**config.mk**
```make
export PLATFORM = sky130hd
export DESIGN_NAME = bus_arbiter_flat
export DESIGN_NICKNAME = d
export VERILOG_FILES = /design/src/rtl/bus_arbiter_if.sv /design/src/rtl/bus_arbiter.sv /design/src/flat_wrapper.sv
export SDC_FILE = /design/constraint.sdc
export NUM_CORES = 1
export LEC_CHECK = 0
export BUFFER_PORTS_ARGS = -buffer_cell sky130_fd_sc_hd__clkbuf_2
export CAP_MARGIN = 25
export CORE_MARGIN = 5
export CORE_UTILIZATION = 45
export DETAILED_ROUTE_END_ITERATION = 10
export GPL_ROUTABILITY_DRIVEN = 1
export PLACE_DENSITY = 0.88
export SYNTH_ARGS = -nofsm -noshare
export SYNTH_HDL_FRONTEND = slang
export SYNTH_SLANG_ARGS = --single-unit
```
**constraint.sdc**
```tcl
create_clock -name Clock -period 3.6 [get_ports Clock]
set_input_delay 0.36 -clock Clock [delete_from_list [all_inputs] [get_ports Clock]]
set_output_delay 0.36 -clock Clock [all_outputs]
set_load 0.05 [all_outputs]
```
**src/rtl/bus_arbiter_if.sv**
```systemverilog
// bus_arbiter_if: bundles the two master request channels, the shared
// memory port and the read-data return of the bus arbiter.
//   slave  modport : arbiter side (takes requests, drives grants/acks and
//                    the registered memory port, returns RDATA)
//   master modport : environment side (masters and the memory)
// Handshake: a master raises Mx_Req with ADDR/DOUT/W and holds it until
// Mx_Ack; Mx_Gnt marks ownership of the memory port, Mx_Ack is a one-cycle
// completion pulse during which RDATA carries read data.
interface bus_arbiter_if;
  logic        M0_Req;
  logic [15:0] M0_ADDR;
  logic [15:0] M0_DOUT;
  logic        M0_W;
  logic        M0_Gnt;
  logic        M0_Ack;
  logic        M1_Req;
  logic [15:0] M1_ADDR;
  logic [15:0] M1_DOUT;
  logic        M1_W;
  logic        M1_Gnt;
  logic        M1_Ack;
  logic [15:0] MEM_ADDR;
  logic [15:0] MEM_DOUT;
  logic        MEM_W;
  logic [15:0] MEM_DIN;
  logic [15:0] RDATA;

  modport slave (
    input  M0_Req, M0_ADDR, M0_DOUT, M0_W,
    input  M1_Req, M1_ADDR, M1_DOUT, M1_W,
    input  MEM_DIN,
    output M0_Gnt, M0_Ack, M1_Gnt, M1_Ack,
    output MEM_ADDR, MEM_DOUT, MEM_W, RDATA
  );

  modport master (
    output M0_Req, M0_ADDR, M0_DOUT, M0_W,
    output M1_Req, M1_ADDR, M1_DOUT, M1_W,
    output MEM_DIN,
    input  M0_Gnt, M0_Ack, M1_Gnt, M1_Ack,
    input  MEM_ADDR, MEM_DOUT, MEM_W, RDATA
  );
endinterface

```
**src/rtl/bus_arbiter.sv**
```systemverilog
// bus_arbiter: two-master round-robin arbiter in front of a single
// synchronous memory port. Each transaction takes IDLE -> ACCESS -> RESP,
// so a request seen in IDLE at cycle N is acknowledged at cycle N+2.
// Ports:
//   Clock      rising-edge clock
//   Resetn     synchronous active-low reset
//   bus        bus_arbiter_if.slave (requests, grants, acks, memory port)
//   dbg_state  current FSM state (00 IDLE, 01 ACCESS, 10 RESP)
module bus_arbiter (
  input  logic                Clock,
  input  logic                Resetn,
  bus_arbiter_if.slave        bus,
  output logic [1:0]          dbg_state
);

  typedef enum logic [1:0] {
    IDLE   = 2'b00,
    ACCESS = 2'b01,
    RESP   = 2'b10
  } state_t;

  state_t      state;
  logic        rr_ptr;    // master favoured when both request
  logic        owner;     // master that won the current transaction
  logic        mem_w_q;
  logic [15:0] mem_addr;
  logic [15:0] mem_dout;
  logic        m0_gnt;
  logic        m0_ack;
  logic        m1_gnt;
  logic        m1_ack;
  logic        winner;

  always_comb begin
    winner = 1'b0;
    if (bus.M0_Req && bus.M1_Req) winner = rr_ptr;
    else if (bus.M1_Req)          winner = 1'b1;
  end

  always_ff @(posedge Clock) begin
    if (!Resetn) begin
      state    <= IDLE;
      rr_ptr   <= 1'b0;
      owner    <= 1'b0;
      mem_w_q  <= 1'b0;
      mem_addr <= '0;
      mem_dout <= '0;
      m0_gnt   <= 1'b0;
      m0_ack   <= 1'b0;
      m1_gnt   <= 1'b0;
      m1_ack   <= 1'b0;
    end else begin
      case (state)
        IDLE: begin
          m0_gnt  <= 1'b0;
          m1_gnt  <= 1'b0;
          m0_ack  <= 1'b0;
          m1_ack  <= 1'b0;
          mem_w_q <= 1'b0;
          if (bus.M0_Req || bus.M1_Req) begin
            state    <= ACCESS;
            owner    <= winner;
            rr_ptr   <= ~winner;
            m0_gnt   <= ~winner;
            m1_gnt   <= winner;
            mem_addr <= winner ? bus.M1_ADDR : bus.M0_ADDR;
            mem_dout <= winner ? bus.M1_DOUT : bus.M0_DOUT;
            mem_w_q  <= winner ? bus.M1_W    : bus.M0_W;
          end
        end
        ACCESS: begin
          // Memory samples the write on this edge; drop it so every write
          // is exactly one cycle wide.
          state   <= RESP;
          mem_w_q <= 1'b0;
          m0_ack  <= ~owner;
          m1_ack  <= owner;
        end
        RESP: begin
          state  <= IDLE;
          m0_gnt <= 1'b0;
          m1_gnt <= 1'b0;
          m0_ack <= 1'b0;
          m1_ack <= 1'b0;
        end
        default: begin
          state   <= IDLE;
          mem_w_q <= 1'b0;
          m0_gnt  <= 1'b0;
          m1_gnt  <= 1'b0;
          m0_ack  <= 1'b0;
          m1_ack  <= 1'b0;
        end
      endcase
    end
  end

  assign bus.M0_Gnt   = m0_gnt;
  assign bus.M0_Ack   = m0_ack;
  assign bus.M1_Gnt   = m1_gnt;
  assign bus.M1_Ack   = m1_ack;
  assign bus.MEM_ADDR = mem_addr;
  assign bus.MEM_DOUT = mem_dout;
  // The memory samples MEM_W on the very edge that also applies a reset
  // asserted during ACCESS; masking with Resetn keeps an aborted write
  // from landing in memory.
  assign bus.MEM_W    = mem_w_q & Resetn;
  assign bus.RDATA    = bus.MEM_DIN;
  assign dbg_state    = state;

endmodule

```
**src/flat_wrapper.sv**
```systemverilog
// flat-port wrapper written by rule: the top's interface ports become plain ports
module bus_arbiter_flat 
  (Clock, Resetn, dbg_state, bus_M0_Req, bus_M0_ADDR, bus_M0_DOUT, bus_M0_W, bus_M1_Req, bus_M1_ADDR, bus_M1_DOUT, bus_M1_W, bus_MEM_DIN, bus_M0_Gnt, bus_M0_Ack, bus_M1_Gnt, bus_M1_Ack, bus_MEM_ADDR, bus_MEM_DOUT, bus_MEM_W, bus_RDATA);
  bus_arbiter_if bus_i ();
  input  logic Clock;
  input  logic Resetn;
  output logic [1:0] dbg_state;
  input wire logic [$bits(bus_i.M0_Req)-1:0] bus_M0_Req;
  input wire logic [$bits(bus_i.M0_ADDR)-1:0] bus_M0_ADDR;
  input wire logic [$bits(bus_i.M0_DOUT)-1:0] bus_M0_DOUT;
  input wire logic [$bits(bus_i.M0_W)-1:0] bus_M0_W;
  input wire logic [$bits(bus_i.M1_Req)-1:0] bus_M1_Req;
  input wire logic [$bits(bus_i.M1_ADDR)-1:0] bus_M1_ADDR;
  input wire logic [$bits(bus_i.M1_DOUT)-1:0] bus_M1_DOUT;
  input wire logic [$bits(bus_i.M1_W)-1:0] bus_M1_W;
  input wire logic [$bits(bus_i.MEM_DIN)-1:0] bus_MEM_DIN;
  output wire logic [$bits(bus_i.M0_Gnt)-1:0] bus_M0_Gnt;
  output wire logic [$bits(bus_i.M0_Ack)-1:0] bus_M0_Ack;
  output wire logic [$bits(bus_i.M1_Gnt)-1:0] bus_M1_Gnt;
  output wire logic [$bits(bus_i.M1_Ack)-1:0] bus_M1_Ack;
  output wire logic [$bits(bus_i.MEM_ADDR)-1:0] bus_MEM_ADDR;
  output wire logic [$bits(bus_i.MEM_DOUT)-1:0] bus_MEM_DOUT;
  output wire logic [$bits(bus_i.MEM_W)-1:0] bus_MEM_W;
  output wire logic [$bits(bus_i.RDATA)-1:0] bus_RDATA;
  assign bus_i.M0_Req = bus_M0_Req;
  assign bus_i.M0_ADDR = bus_M0_ADDR;
  assign bus_i.M0_DOUT = bus_M0_DOUT;
  assign bus_i.M0_W = bus_M0_W;
  assign bus_i.M1_Req = bus_M1_Req;
  assign bus_i.M1_ADDR = bus_M1_ADDR;
  assign bus_i.M1_DOUT = bus_M1_DOUT;
  assign bus_i.M1_W = bus_M1_W;
  assign bus_i.MEM_DIN = bus_MEM_DIN;
  assign bus_M0_Gnt = bus_i.M0_Gnt;
  assign bus_M0_Ack = bus_i.M0_Ack;
  assign bus_M1_Gnt = bus_i.M1_Gnt;
  assign bus_M1_Ack = bus_i.M1_Ack;
  assign bus_MEM_ADDR = bus_i.MEM_ADDR;
  assign bus_MEM_DOUT = bus_i.MEM_DOUT;
  assign bus_MEM_W = bus_i.MEM_W;
  assign bus_RDATA = bus_i.RDATA;
  bus_arbiter u_core (.Clock(Clock), .Resetn(Resetn), .bus(bus_i), .dbg_state(dbg_state));
endmodule
```
== Yosys cells after proc, flatten, opt, wreduce, memory -nomap -nowiden ==
Index checks and enable logic that the tools add are counted.
Storage, ports and cells
  flip-flop bits (word level): 41
  input bits: 86
Cells by class
  mux-type cells: 13
  reduce and logical (&&, ||, !) cells: 5
  equal/unequal tests: 3
  bitwise logic cells: 3
Operator list (count)
  $mux W16: 2
  $mux W1: 6
  $pmux W1 S2: 3
  $pmux W2 S2: 1
  $reduce_and A2 Y1: 2
  $eq A2 B1 Y1 const B: 1
  $eq A2 B2 Y1 const B: 1
  $logic_not A2 Y1: 1
  $mux W2: 1
  $ne A2 B1 Y1 const B: 1
  $not A1 Y1: 2
  $and A1 B1 Y1: 1
  $logic_and A1 B1 Y1: 1
  $logic_or A1 B1 Y1: 1

== Longest topological paths before layout ==
Gate-level depths: netlist (run 1).
  depth in word-level cells: 5
  depth in mapped cells: 6
  mapped depth without buffers: 3

== Worst setup path before layout (run 1) ==
Ideal clock, no wire load.
  path type: register to register
  start point: register u_core.state[1] (netlist: u_core.dbg_state[1])
  end point: register u_core.mem_addr[15] (netlist: u_core.bus.MEM_ADDR[15])
  path slack: 2.154 ns
  setup time: 0.138 ns
  period minus slack after synthesis: 1.446 ns
  buffers on the path: 1
  data required time: 3.462 ns
  arrival: 1.309 ns
  cell stages (with the launch flop): 5
  cells stage by stage: dfxtp_1 -> or2_2 -> nor2_4 -> buf_4 -> a311oi_2
Between the ends
  longest elaborated chain between the ends: 2
RTL lines
  start, declared: line bus_arbiter.sv:22  | state_t state;
  start signal, assigned: line bus_arbiter.sv:42  | state <= IDLE;
  start signal, assigned: line bus_arbiter.sv:61  | state <= ACCESS;
  start signal, assigned: line bus_arbiter.sv:74  | state <= RESP;
  $logic_not A2 Y1: line bus_arbiter.sv:53  | case (state)
  $reduce_and A2 Y1 (no source line)
  end signal, assigned: line bus_arbiter.sv:66  | mem_addr <= winner ? bus.M1_ADDR : bus.M0_ADDR;
  end, declared: line bus_arbiter.sv:26  | logic [15:0] mem_addr;
No other way between the ends.
A chain may end at the register's enable or synchronous reset.

== Worst setup path after layout (run 1) ==
  start point: input bus_M1_Req
  end point: register u_core.mem_addr[0] (netlist: u_core.bus.MEM_ADDR[0])
Between the ends
  longest elaborated chain between the ends: 3
RTL lines
  start, declared: line flat_wrapper.sv:12  | input wire logic [$bits(bus_i.M1_Req)-1:0] bus_M1_Req;
  $mux W1 or $logic_and A1 B1 Y1 (tied branches): line bus_arbiter.sv:37, bus_arbiter.sv:36
  $mux W1: line bus_arbiter.sv:36  | if (bus.M0_Req && bus.M1_Req) winner = rr_ptr;
  $mux W16: line bus_arbiter.sv:66
Parallel ways exist; a longest one is shown, timed or not.

==> results by group, run 1 <==
Outcome
  • Status: complete, no violations

Setup path
  • Startpoint type of the worst setup path: input pin
  • Worst reg2reg setup slack: approximately 1.8 ns
  • R2r endpoint: u_core.bus.MEM_ADDR[15]$_SDFFE_PN0P_
  • Worst Setup End Kind: register
  • Worst Path Required: ~3.8 ns
  • Max FO, Critical Path: 37
  • R2R depth: 3
  • R2r startpoint: u_core.dbg_state[1]$_SDFFE_PN0P_
  • Worst EP arrival: approximately 2.2 ns
  • CP Class: input pin to register

Hold path
  • Hold path startpoint: bus_M1_ADDR[8]
  • Hold Path Depth: 3
  • HP Class: input pin to register
  • Worst Hold Path EP: u_core.bus.MEM_ADDR[8]$_SDFFE_PN0P_

Synthesis
  • Post-synthesis sequential area ratio: between 30 and 40%
  • Synth Cell Area: approximately 2100 µm²
  • Mux contribution to synthesized area: 0%
  • Simple-Gate Fraction of Synth Area: ~13%
  • Cells after synthesis: 241
  • Compound-Gate Fraction of Synth Area: 33.43%
  • Syn_nets: between 300 and 400
  • Count of yosys warnings during synthesis: 0
  • Synth Area in XOR/XNOR: 0%
  • Post-Synth Adder-Cell Area: 0%
  • Synth cell types: 28
  • Largest family of logic cells by synthesized area: compound AO/OA/AOI/OAI gates
  • #FFs+latches synth: 41
  • Post-Syn Area per Cell: between 8 and 9 µm²

Cells and area
  • Nets@finish: about 400
  • Share of post-route cells with drive strength above 1: 40.69%
  • Most common cell after layout, fill and taps aside: clkbuf_2
  • Diode count: 0
  • Final instance area: roughly 2500 µm²
  • Layout Area Growth over Synthesis: 21.93%
  • Leading cell types in the layout, fill and taps excluded: clkbuf_2 (108), dfxtp_1 (41), a21oi_1 (36)
  • Final Non-Filler Cells: 369

Power and ir drop
  • Pwr Density: around 500 nW/µm²
  • Final Power: between 1 and 1.5 mW
  • Worst VDD drop: 0.0002662 V
  • P_leak: 1.117 nW

STA
  • Crit share post-route: 55.03%
  • Max_slew headroom: between 40 and 50%
  • FMAX: 504.8 MHz
  • RSZ-0062 raised after global routing: false
  • Hold Vio Cnt, Final: 0
  • Setup violators final: 0
  • Setup TNS: 0 ns
  • Tmin final: approximately 2.0 ns
  • Worst-margin pin slew: ~0.9 ns
  • Min Hold Slack: between 0.3 and 0.4 ns
  • Final Skew: between 0.003 and 0.004 ns
  • Max-slew violations: 0

Global routing
  • Congestion Overflow GR: 0
  • Global-route wire length before repair: between 9000 and 10000 µm
  • Antenna violations before repair: 0
  • Total GRT Usage: roughly a fifth
  • Largest net degree at the start of global routing: 38
  • Vias in the first global route: 2131

Clock tree
  • CTS buffer count: 5
  • CTS tree: done
  • PostCTS Resize Cnt: 0
  • Post-CTS setup buffer count: 0
  • Clk_lat worst skew: 0.28 ns
  • H-tree depth: 2
  • Clock slew at reported path FFs: approximately 0.07 ns
  • Longest Clk Path Bufs: 2
  • Clock Tree Root: clkbuf_8
  • Hold_buf cts: 0
  • Clock sinks: between 40 and 50

Detailed routing
  • Wirelength, routed: slightly above 6000 µm
  • Final antenna-violating net count: 0
  • First-pass DRT Iterations: 4
  • Drt via density: ~5.8
  • WL per Instance: 16.56 µm
  • Via count: 2132
  • DRT iter0 DRCs: roughly 130
  • Drt drc: 0

Die
  • Total core area: 4414 µm²
  • Chip Width: 78.12 µm
  • Initial Util: between 40% and 50%
  • Die area: 6103 µm²
  • I/O pin cnt: roughly 140
  • Row Count: 24
  • Die height: approximately 80 µm

Place
  • Placed Area: ~2500 µm²
  • Detailed placement HPWL: 4410 µm
  • Cell Count Post-Placement: about 360
  • PortBufs: 108
  • Routability congestion estimate from global placement: approximately 0.76

Run
  • Number of max-cap violations: 0
cell families (layout without fill, tap and decap cells):
kind of cell | Yosys count | after routing
buf+inv | 45 | 121
simple gates | 49 | 49
flops | 41 | 41
compound gates | 106 | 106
Yosys cell counts (all sizes together):
| master | number | share of area, % |
|---|---|---|
| dfxtp | 41 | 39 |
| a21oi | 36 | 8.6 |
| buf | 36 | 13 |
| o21ai | 34 | 8.1 |
| nand3 | 33 | 7.9 |
| a311oi | 32 | 15 |
| clkbuf | 7 | 1.4 |
| nor2 | 3 | 1.1 |
| a31oi | 2 | 0.60 |
| and2 | 2 | 0.60 |
| nand2 | 2 | 0.36 |
| nor2b | 2 | 0.60 |
| or2 | 2 | 0.60 |
| and2b | 1 | 0.42 |
| and3 | 1 | 0.30 |
| and4b | 1 | 0.48 |
| clkinv | 1 | 0.18 |
| inv | 1 | 0.18 |
| nand2b | 1 | 0.30 |
| nor3 | 1 | 0.24 |
| o211a | 1 | 0.48 |
| o211ai | 1 | 0.36 |
metrics by stage:
step	utilization [%]	setup WS, ns
5_1_grt	57.68	1.438
4_1_cts	57.68	1.636
6_report	57.68	1.619
3_5_place_dp	55.73	1.335
3_3_place_gp	54.76	1.340
2_1_floorplan	-	2.154
per-layer routing:
layer / share of wire, % / GRT usage [%]
met4: 1.2 / 6.081
met1: 39 / 21.67
met5: 0 / 0
met2: 51 / 34.60
met3: 9.2 / 5.034
power breakdown:
group          internal, mW  switching [mW]
clock                 0.152           0.144
combinational         0.124           0.313
sequential            0.504          0.0287
worst max-delay path: stages:
cell and delay (ns):
clkbuf_2 0.41, inv_1 0.82, o21ai_0 0.27, a311oi_2 0.28
how the worst max path moves through the flow:
stage / from / to / slack (ns) / cells after the start
after floorplan: u_core.dbg_state[1]$_SDFFE_PN0P_ / u_core.bus.MEM_ADDR[15]$_SDFFE_PN0P_ / 2.15 / 4
after global placement: bus_M1_Req / u_core.bus.MEM_ADDR[10]$_SDFFE_PN0P_ / 1.34 / 4
after detailed placement: bus_M1_Req / u_core.bus.MEM_ADDR[15]$_SDFFE_PN0P_ / 1.34 / 4
after CTS: bus_M1_Req / u_core.bus.MEM_ADDR[15]$_SDFFE_PN0P_ / 1.64 / 5
after global routing: bus_M1_Req / u_core.bus.MEM_DOUT[10]$_SDFFE_PN0P_ / 1.44 / 4
final: bus_M1_Req / u_core.bus.MEM_ADDR[0]$_SDFFE_PN0P_ / 1.62 / 4
state kept, by name (all words and copies together) (netlist names):
signal / count
u_core.bus.M1_Ack: 1
u_core.bus.M1_Gnt: 1
u_core.dbg_state: 2
u_core.bus.MEM_DOUT: 16
u_core.bus.M0_Ack: 1
u_core.bus.MEM_ADDR: 16
u_core.rr_ptr: 1
u_core.mem_w_q: 1
u_core.owner: 1
u_core.bus.M0_Gnt: 1
cell type report:
class	instances	area, µm²
Clock buffer	7	86.33
Fill cell	392	1868
Inverter	2	7.507
Multi-Input combinational cell	155	968.4
Sequential cell	41	820.8
Tap cell	52	65.06
Timing Repair Buffer	112	598.1
(Power assumes the default switching activity.)
==> inputs of run 2 (changes only) <==
--- a/config.mk
+++ b/config.mk
@@ -5,13 +5,14 @@
 export SDC_FILE = /design/constraint.sdc
 export NUM_CORES = 1
 export LEC_CHECK = 0
+export ABC_AREA = 1
 export BUFFER_PORTS_ARGS = -buffer_cell sky130_fd_sc_hd__clkbuf_2
 export CAP_MARGIN = 25
 export CORE_MARGIN = 5
-export CORE_UTILIZATION = 45
+export CORE_UTILIZATION = 42
 export DETAILED_ROUTE_END_ITERATION = 10
 export GPL_ROUTABILITY_DRIVEN = 1
-export PLACE_DENSITY = 0.88
+export PLACE_DENSITY = 0.82
 export SYNTH_ARGS = -nofsm -noshare
 export SYNTH_HDL_FRONTEND = slang
 export SYNTH_SLANG_ARGS = --single-unit
==> constraint.sdc (replaced) <==
create_clock -name Clock -period 1.9 [get_ports Clock]
set_input_delay 0.19 -clock Clock [delete_from_list [all_inputs] [get_ports Clock]]
set_output_delay 0.19 -clock Clock [all_outputs]
set_load 0.05 [all_outputs]
==> run 2 against run 1 <==
Combinational power increased by 74%. Non-clock buffer count is 3 higher. Critical path type is now register to register. Largest power group unchanged. First-iteration DRC count is 18% lower. Total power increased by 95%. Hold slack got worse by 0.13 ns. Highest routed layer unchanged.
==> results by group, run 2 <==
Power and ir drop
  • Sw Share: 35.80% (-2.6 points)
  • Worst VDD drop: 0.0004059 V (+52%)
  • P_int: 1.588 mW (+100%)
  • Switching pwr: 0.8853 mW (+82%)
  • P_leak: 1.595 nW (+43%)
  • Reg power frac: 40.0% (-2.0 points)
  • Pwr Density: 901.8 nW/µm² (+81%)
  • Comb pwr share: 30.7% (-3.9 points)
  • Clock Power Share: 29.3% (+5.9 points)

Setup path
  • Bufs and invs on worst path: 1 (-1)
  • CP Class: register to register
  • Startpoint type of the worst setup path: register
  • Crit-path cells: inv_1, nand2_2, nand2_4, or2_2, nand3_1, nand2_1
  • CP max stage delay: 0.34 ns (-0.48 ns)
  • Max FO, Critical Path: 27 (-27%)
  • Worst Setup End Kind: register
  • Crit-path leading delay family: simple AND/OR/NAND/NOR gates
  • Crit path max-delay cell type: dfxtp_1
  • Worst Path Required: 2.09 ns (-1.69 ns)
  • Worst EP arrival: 1.42 ns (-0.74 ns)

Cells and area
  • Share of post-route cells with drive strength above 1: 30.42% (-10 points)
  • Nets@finish: 509 (+26%)
  • Diode count: 0 (unchanged)
  • Sequential standard cell area: 820.8 µm² (unchanged)
  • Multi-input logic area: 880.8 µm² (-9.0%)
  • Final Non-Filler Cells: 494 (+34%)
  • Most common cell after layout, fill and taps aside: clkbuf_2
  • Fill cell instance count of the final layout: 489 (+25%)
  • Leading cell types in the layout, fill and taps excluded: clkbuf_2 (108), nand2_1 (73), inv_1 (64)
  • Layout Area Growth over Synthesis: 26.85%
  • Post-layout util: 54.39% (-3.3 points)

Synthesis
  • Synth cell types: 18 (-36%)
  • Largest cells by area after synthesis: dfxtp_1 (38%), nand2_1 (13%), nand3_1 (12%), inv_1 (11%), buf_4 (7.3%)
  • Syn_nets: 421 (+29%)
  • Count of yosys warnings during synthesis: 0 (unchanged)
  • Largest area contributor in the netlist: dfxtp_1
  • FFs w/ async S/R, synth: 0% (unchanged)
  • Commonest cells in the netlist: nand2_1 (73), inv_1 (64), nand3_1 (52)
  • #FFs+latches synth: 41 (unchanged)
  • Cells after synthesis: 335 (+39%)
  • Post-Syn Area per Cell: 6.454 µm² (-26%)
  • Yosys top cell area share: 37.96% (-1.3 points)
  • EDFF count, synth: 0 (unchanged)
  • Post-synthesis sequential area ratio: 37.96% (-1.3 points)
  • Synth Cell Area: 2162 µm² (+3.5%)
  • Most instantiated library cell after synthesis: nand2_1
  • Top FF cell, synth: dfxtp_1

STA
  • Max_slew headroom: 70.76% (+29 points)
  • Setup TNS: 0 ns (unchanged)
  • RSZ-0062 raised after global routing: false
  • Setup violators final: 0 (unchanged)
  • Crit share post-route: 65.09%
  • FMAX: a little over 800 MHz
  • Worst-margin pin slew: 0.4375 ns (-0.4379 ns)
  • Final Skew: 0.003942 ns (+0.0004163 ns)
  • Tmin final: approximately 1.2 ns
  • Max-slew violations: 0 (unchanged)
  • Hold Vio Cnt, Final: 0 (unchanged)

Global routing
  • Antenna violations before repair: 0 (unchanged)
  • Congestion Overflow GR: 0 (unchanged)
  • Vias in the first global route: 2090 (-1.9%)
  • Global-route wire length before repair: 9039 µm (-7.8%)
  • Largest net degree at the start of global routing: 28 (-26%)
  • Total GRT Usage: 17.17% (-2.0 points)

Die
  • Chip Width: 81.75 µm (+4.6%)
  • Die height: 81.75 µm (+4.6%)
  • Die area: 6683 µm² (+9.5%)
  • Row Count: 26 (+8.3%)
  • I/O pin cnt: 141 (unchanged)
  • Initial Util: 42.88% (-4.4 points)
  • Total core area: 5042 µm² (+14%)

Clock tree
  • Clock slew at reported path FFs: 0.08 ns (about the same)
  • Clk_lat worst skew: 0.28 ns (about the same)
  • Post-CTS setup buffer count: 0 (unchanged)
  • Clock sinks: 41 (unchanged)
  • H-tree depth: 2 (unchanged)
  • Longest Clk Path Bufs: 2 (unchanged)
  • Hold_buf cts: 0 (unchanged)
  • CTS buffer count: 5 (unchanged)
  • PostCTS Resize Cnt: 0 (unchanged)
  • Clock Tree Root: clkbuf_8
  • CTS tree: done

Place
  • Routability congestion estimate from global placement: 0.7737 (+1.2%)
  • Cell Count Post-Placement: 486 (+34%)
  • Detailed placement HPWL: 4393 µm (-0.37%)
  • PortBufs: 108 (unchanged)

Detailed routing
  • Drt drc: 0 (unchanged)
  • Final antenna-violating net count: 0 (unchanged)
  • Wirelength, routed: 5669 µm (-7.2%)
  • Via count: 2245 (+5.3%)
  • Drt via density: 4.545 (-21%)
  • First-pass DRT Iterations: 4 (unchanged)
  • WL per Instance: 11.48 µm (-31%)
  • DRT iter0 DRCs: 105 (-18%)

Run
  • Number of max-cap violations: 0 (unchanged)

Outcome
  • Status: complete, no violations

Hold path
  • HP Class: input pin to register
==> run 2: cell types whose count changed in the layout (fill, tap and decap cells not counted), sizes merged, moves of 19 or more <==
cell and delta:
nand3 +19, nor2 +27, inv +63, nand2 +73, o21ai -24, a311oi -32
==> run 2: per-layer routing <==
layer / track usage, % / vias to the layer above / wire length, µm
met1: 20.61 / 988 / 2325
met5: 0 / - / 0
met2: 30.29 / 74 / 2904
met3: 3.838 / 4 / 389
li1: - / 1179 / -
met4: 5.316 / 0 / 50
==> run 2: layout make-up <==
| type | count | area share (%) |
|---|---|---|
| multi-input combinational | 196 | 32.12 |
| inverter | 64 | 8.759 |
| clock buffer | 6 | 3.011 |
| tap | 70 | 3.193 |
| timing repair buffer | 115 | 21.62 |
| sequential | 41 | 29.93 |
| clock inverter | 2 | 1.369 |
==> run 2: per-stage QoR <==
step | total power [mW] | instance area, µm² | hold slack (ns) | setup WS [ns]
6_report | 2.473 | 2743 | 0.1993 | 0.6632
5_1_grt | 2.608 | 2743 | 0.2282 | 0.5486
4_1_cts | 2.502 | 2743 | 0.1914 | 0.6477
3_3_place_gp | 1.758 | 2623 | 0.3803 | 0.7021
3_5_place_dp | 1.774 | 2623 | 0.3803 | 0.6688
2_1_floorplan | 1.651 | 2162 | 0.3342 | 0.5098
==> run 2: worst paths after layout <==
path                               from                             endpoint  slack [ns]  cells past startpoint
max          u_core.rr_ptr$_SDFFE_PN0P_          u_core.mem_w_q$_SDFFE_PN0P_        0.66                      6
min                      bus_M1_ADDR[3]  u_core.bus.MEM_ADDR[3]$_SDFFE_PN0P_        0.20                      5
max reg2reg  u_core.rr_ptr$_SDFFE_PN0P_          u_core.mem_w_q$_SDFFE_PN0P_        0.66                      6
min reg2reg   u_core.owner$_SDFFE_PN0P_         u_core.bus.M1_Ack$_SDFF_PN0_        0.45                      2
==> run 2: worst min-delay path, cell delays in order <==
cell      delay [ns]
clkbuf_2        0.07
nand2_1         0.04
nand2_1         0.05
nor2_1          0.03
nor2_1          0.06
==> run 2: logic make-up after synthesis <==
family | Yosys count | share of synthesized area [%]
AND/OR/NAND/NOR | 158 | 31.13
buffers and inverters | 98 | 21.30
flip-flops | 41 | 37.96
AO/OA/AOI/OAI | 38 | 9.607
==> run 2: power groups by stage <==
stage          logic (mW)  clock network, mW  registers, mW
3_5_place_dp        0.767                  0           1.01
3_3_place_gp        0.754                  0           1.00
5_1_grt             0.834              0.777          0.997
4_1_cts             0.768              0.746          0.988
6_report            0.760              0.725          0.988
2_1_floorplan       0.379                  0           1.27
==> inputs of run 3 (changes only) <==
--- a/config.mk
+++ b/config.mk
@@ -5,14 +5,14 @@
 export SDC_FILE = /design/constraint.sdc
 export NUM_CORES = 1
 export LEC_CHECK = 0
-export ABC_AREA = 1
+export ABC_AREA = 0
 export BUFFER_PORTS_ARGS = -buffer_cell sky130_fd_sc_hd__clkbuf_2
 export CAP_MARGIN = 25
 export CORE_MARGIN = 5
-export CORE_UTILIZATION = 42
+export CORE_UTILIZATION = 38
 export DETAILED_ROUTE_END_ITERATION = 10
 export GPL_ROUTABILITY_DRIVEN = 1
-export PLACE_DENSITY = 0.82
+export PLACE_DENSITY = 0.79
 export SYNTH_ARGS = -nofsm -noshare
 export SYNTH_HDL_FRONTEND = slang
 export SYNTH_SLANG_ARGS = --single-unit
==> constraint.sdc (replaced) <==
create_clock -name Clock -period 1 [get_ports Clock]
set_input_delay 0.1 -clock Clock [delete_from_list [all_inputs] [get_ports Clock]]
set_output_delay 0.1 -clock Clock [all_outputs]
set_load 0.05 [all_outputs]
==> run 3 against run 2 <==
The run now ends with setup timing left. Sequential share of layout area down 2.5 points. First-iteration DRC count increased by 29%. Wire length grew 18%. Critical path depth down 2. Worst setup slack got worse by 0.84 ns. Clock power rose by 50%. Clock-buffer cell count increased by 1. Global-route usage grew 1.3 points. Critical path type unchanged. Critical endpoint is now u_core.bus.MEM_DOUT[0]$_SDFFE_PN0P_. Highest routed layer unchanged.
==> results by group, run 3 (synthesis results as in run 1) <==
Setup path
  • Startpoint type of the worst setup path: register
  • CP Class: register to register
  • Crit path depth: 4 (-2)
  • Bufs and invs on worst path: 1 (unchanged)
  • Crit-path leading delay family: compound AO/OA/AOI/OAI gates
  • Worst Path Required: 1.19 ns (-0.90 ns)
  • Worst reg2reg setup slack: -0.18 ns (-0.84 ns)
  • CP max stage delay: 0.33 ns (about the same)
  • Crit-path cells: and2b_2, buf_12, o21ai_1, a311oi_1
  • R2R depth: 4 (-2)
  • Worst Setup End Kind: register
  • Worst EP arrival: 1.37 ns (-0.05 ns)
  • Crit path max-delay cell type: dfxtp_2
  • Max FO, Critical Path: 25 (-7.4%)

Power and ir drop
  • Worst VDD drop: 0.0007129 V (+76%)
  • Final Power: 4.949 mW (+100%)
  • Pwr Density: 1633 nW/µm² (+81%)
  • P_leak: 1.295 nW (-19%)

STA
  • Tmin final: 1.180 ns (-0.05683 ns)
  • RSZ-0062 raised after global routing: true
  • Max-slew violations: 0 (unchanged)
  • PnR worst setup slack: -0.1799 ns (-0.8432 ns)
  • FMAX: 847.5 MHz (+4.8%)
  • Final Skew: 0.003791 ns (-0.0001505 ns)
  • Worst-margin pin slew: 0.2622 ns (-0.1753 ns)
  • Hold Vio Cnt, Final: 0 (unchanged)
  • Min Hold Slack: 0.06288 ns (-0.1364 ns)
  • Setup violators final: 40 (+40)
  • Max_slew headroom: 82.64% (+12 points)
  • Crit share post-route: 118.0% (+53 points)

Global routing
  • Congestion Overflow GR: 0 (unchanged)
  • Vias in the first global route: 2238 (+7.1%)
  • Antenna violations before repair: 0 (unchanged)
  • Global-route wire length before repair: 10750 µm (+19%)
  • Largest net degree at the start of global routing: 30 (+7.1%)
  • Total GRT Usage: 18.44% (+1.3 points)

Clock tree
  • CTS tree: done
  • Clock slew at reported path FFs: 0.08 ns (about the same)
  • H-tree depth: 2 (unchanged)
  • Clk_lat worst skew: 0.29 ns (about the same)
  • CTS buffer count: 5 (unchanged)
  • Clock sinks: 41 (unchanged)
  • Clock Tree Root: clkbuf_8
  • Hold_buf cts: 0 (unchanged)
  • Longest Clk Path Bufs: 2 (unchanged)

Detailed routing
  • DRT iter0 DRCs: 135 (+29%)
  • Final antenna-violating net count: 0 (unchanged)
  • Via count: 2249 (+0.18%)
  • M1 wire length: 2645 µm (+14%)
  • Top Layer Used: met4
  • Drt drc: 0 (unchanged)
  • Met3 routed WL: 552 µm (+42%)
  • Wirelength, routed: 6687 µm (+18%)
  • Met2 wire length: 3363 µm (+16%)
  • Drt via density: 5.539 (+22%)
  • First-pass DRT Iterations: 4 (unchanged)
  • WL per Instance: 16.47 µm (+44%)

Die
  • Initial Util: 38.39% (-4.5 points)
  • Row Count: 27 (+3.8%)
  • I/O pin cnt: 141 (unchanged)
  • Total core area: 5439 µm² (+7.9%)
  • Chip Width: 84.13 µm (+2.9%)
  • Die area: 7078 µm² (+5.9%)
  • Die height: 84.13 µm (+2.9%)

Place
  • Detailed placement HPWL: 4755 µm (+8.2%)
  • Cell Count Post-Placement: 399 (-18%)
  • Routability congestion estimate from global placement: 0.7497 (-3.1%)
  • Dpl ws: -0.1928 ns (-0.8615 ns)
  • PortBufs: 108 (unchanged)

Outcome
  • Failing checks: setup timing
  • Status: complete, but fails checks

Cells and area
  • Final Non-Filler Cells: 406 (-18%)
  • Nets@finish: 420 (-17%)
  • Post-layout util: 55.72% (+1.3 points)
  • Diode count: 0 (unchanged)
  • Share of post-route cells with drive strength above 1: 49.10% (+19 points)
  • Fill cell instance count of the final layout: 512 (+4.7%)
  • Leading cell types in the layout, fill and taps excluded: clkbuf_2 (69), dfxtp_1 (37), nand3_1 (32), a21oi_1 (32)
  • Layout Area Growth over Synthesis: 45.12%
  • Most common cell after layout, fill and taps aside: clkbuf_2

Hold path
  • Hold Path Depth: 3 (-2)
  • HP Class: input pin to register

Run
  • Number of max-cap violations: 0 (unchanged)
## run 3: area by class of cell
class	instances	area [µm²]	share of cell area (%)
Timing Repair Buffer	129	962.2	31.75
Tap cell	72	90.09	2.973
Multi-Input combinational cell	155	1054	34.76
Inverter	2	7.507	0.2477
Sequential cell	41	830.8	27.42
Clock buffer	7	86.33	2.849
## run 3: report_power, final
| group | leakage, nW | internal [mW] | switching (mW) | total, mW |
|---|---|---|---|---|
| clock network | 0.0443 | 0.548 | 0.538 | 1.09 |
| registers | 0.342 | 1.81 | 0.108 | 1.92 |
| logic | 0.909 | 0.739 | 1.20 | 1.94 |
## run 3: metal layers
metal,vias to the layer above,track usage [%]
met1,1045,20.99
met3,13,6.183
met2,106,32.71
met4,0,5.263
met5,-,0
li1,1085,-
## run 3: what timing repair did
| item | CTS | global route |
|---|---|---|
| gates resized for setup | 66 | 31 |
| buffers inserted | 0 | 1 |
| pin swaps | 3 | 3 |
| setup endpoints to repair | 75 | 62 |
## run 3: worst min-delay path: cells and delay by family
family | cells | cell delay [ns]
buffers and inverters | 1 | 0.08
AO/OA/AOI/OAI | 1 | 0.08
AND/OR/NAND/NOR | 1 | 0.05
## run 3: worst paths after layout
path,startpoint,endpoint
worst max-delay path,u_core.rr_ptr$_SDFFE_PN0P_,u_core.bus.MEM_DOUT[0]$_SDFFE_PN0P_
worst min-delay path,bus_M1_DOUT[5],u_core.bus.MEM_DOUT[5]$_SDFFE_PN0P_
worst max register to register,u_core.rr_ptr$_SDFFE_PN0P_,u_core.bus.MEM_DOUT[0]$_SDFFE_PN0P_
worst min register to register,u_core.bus.M1_Gnt$_SDFFE_PN0P_,u_core.bus.M1_Gnt$_SDFFE_PN0P_
## run 3: metrics by stage
stage / setup TNS [ns] / instance area, µm²
after global placement: -4.458 / 2713
after floorplan: -5.673 / 2152
after global routing: -7.941 / 3030
after CTS: -5.455 / 2997
final: -5.528 / 3030
after detailed placement: -5.249 / 2713
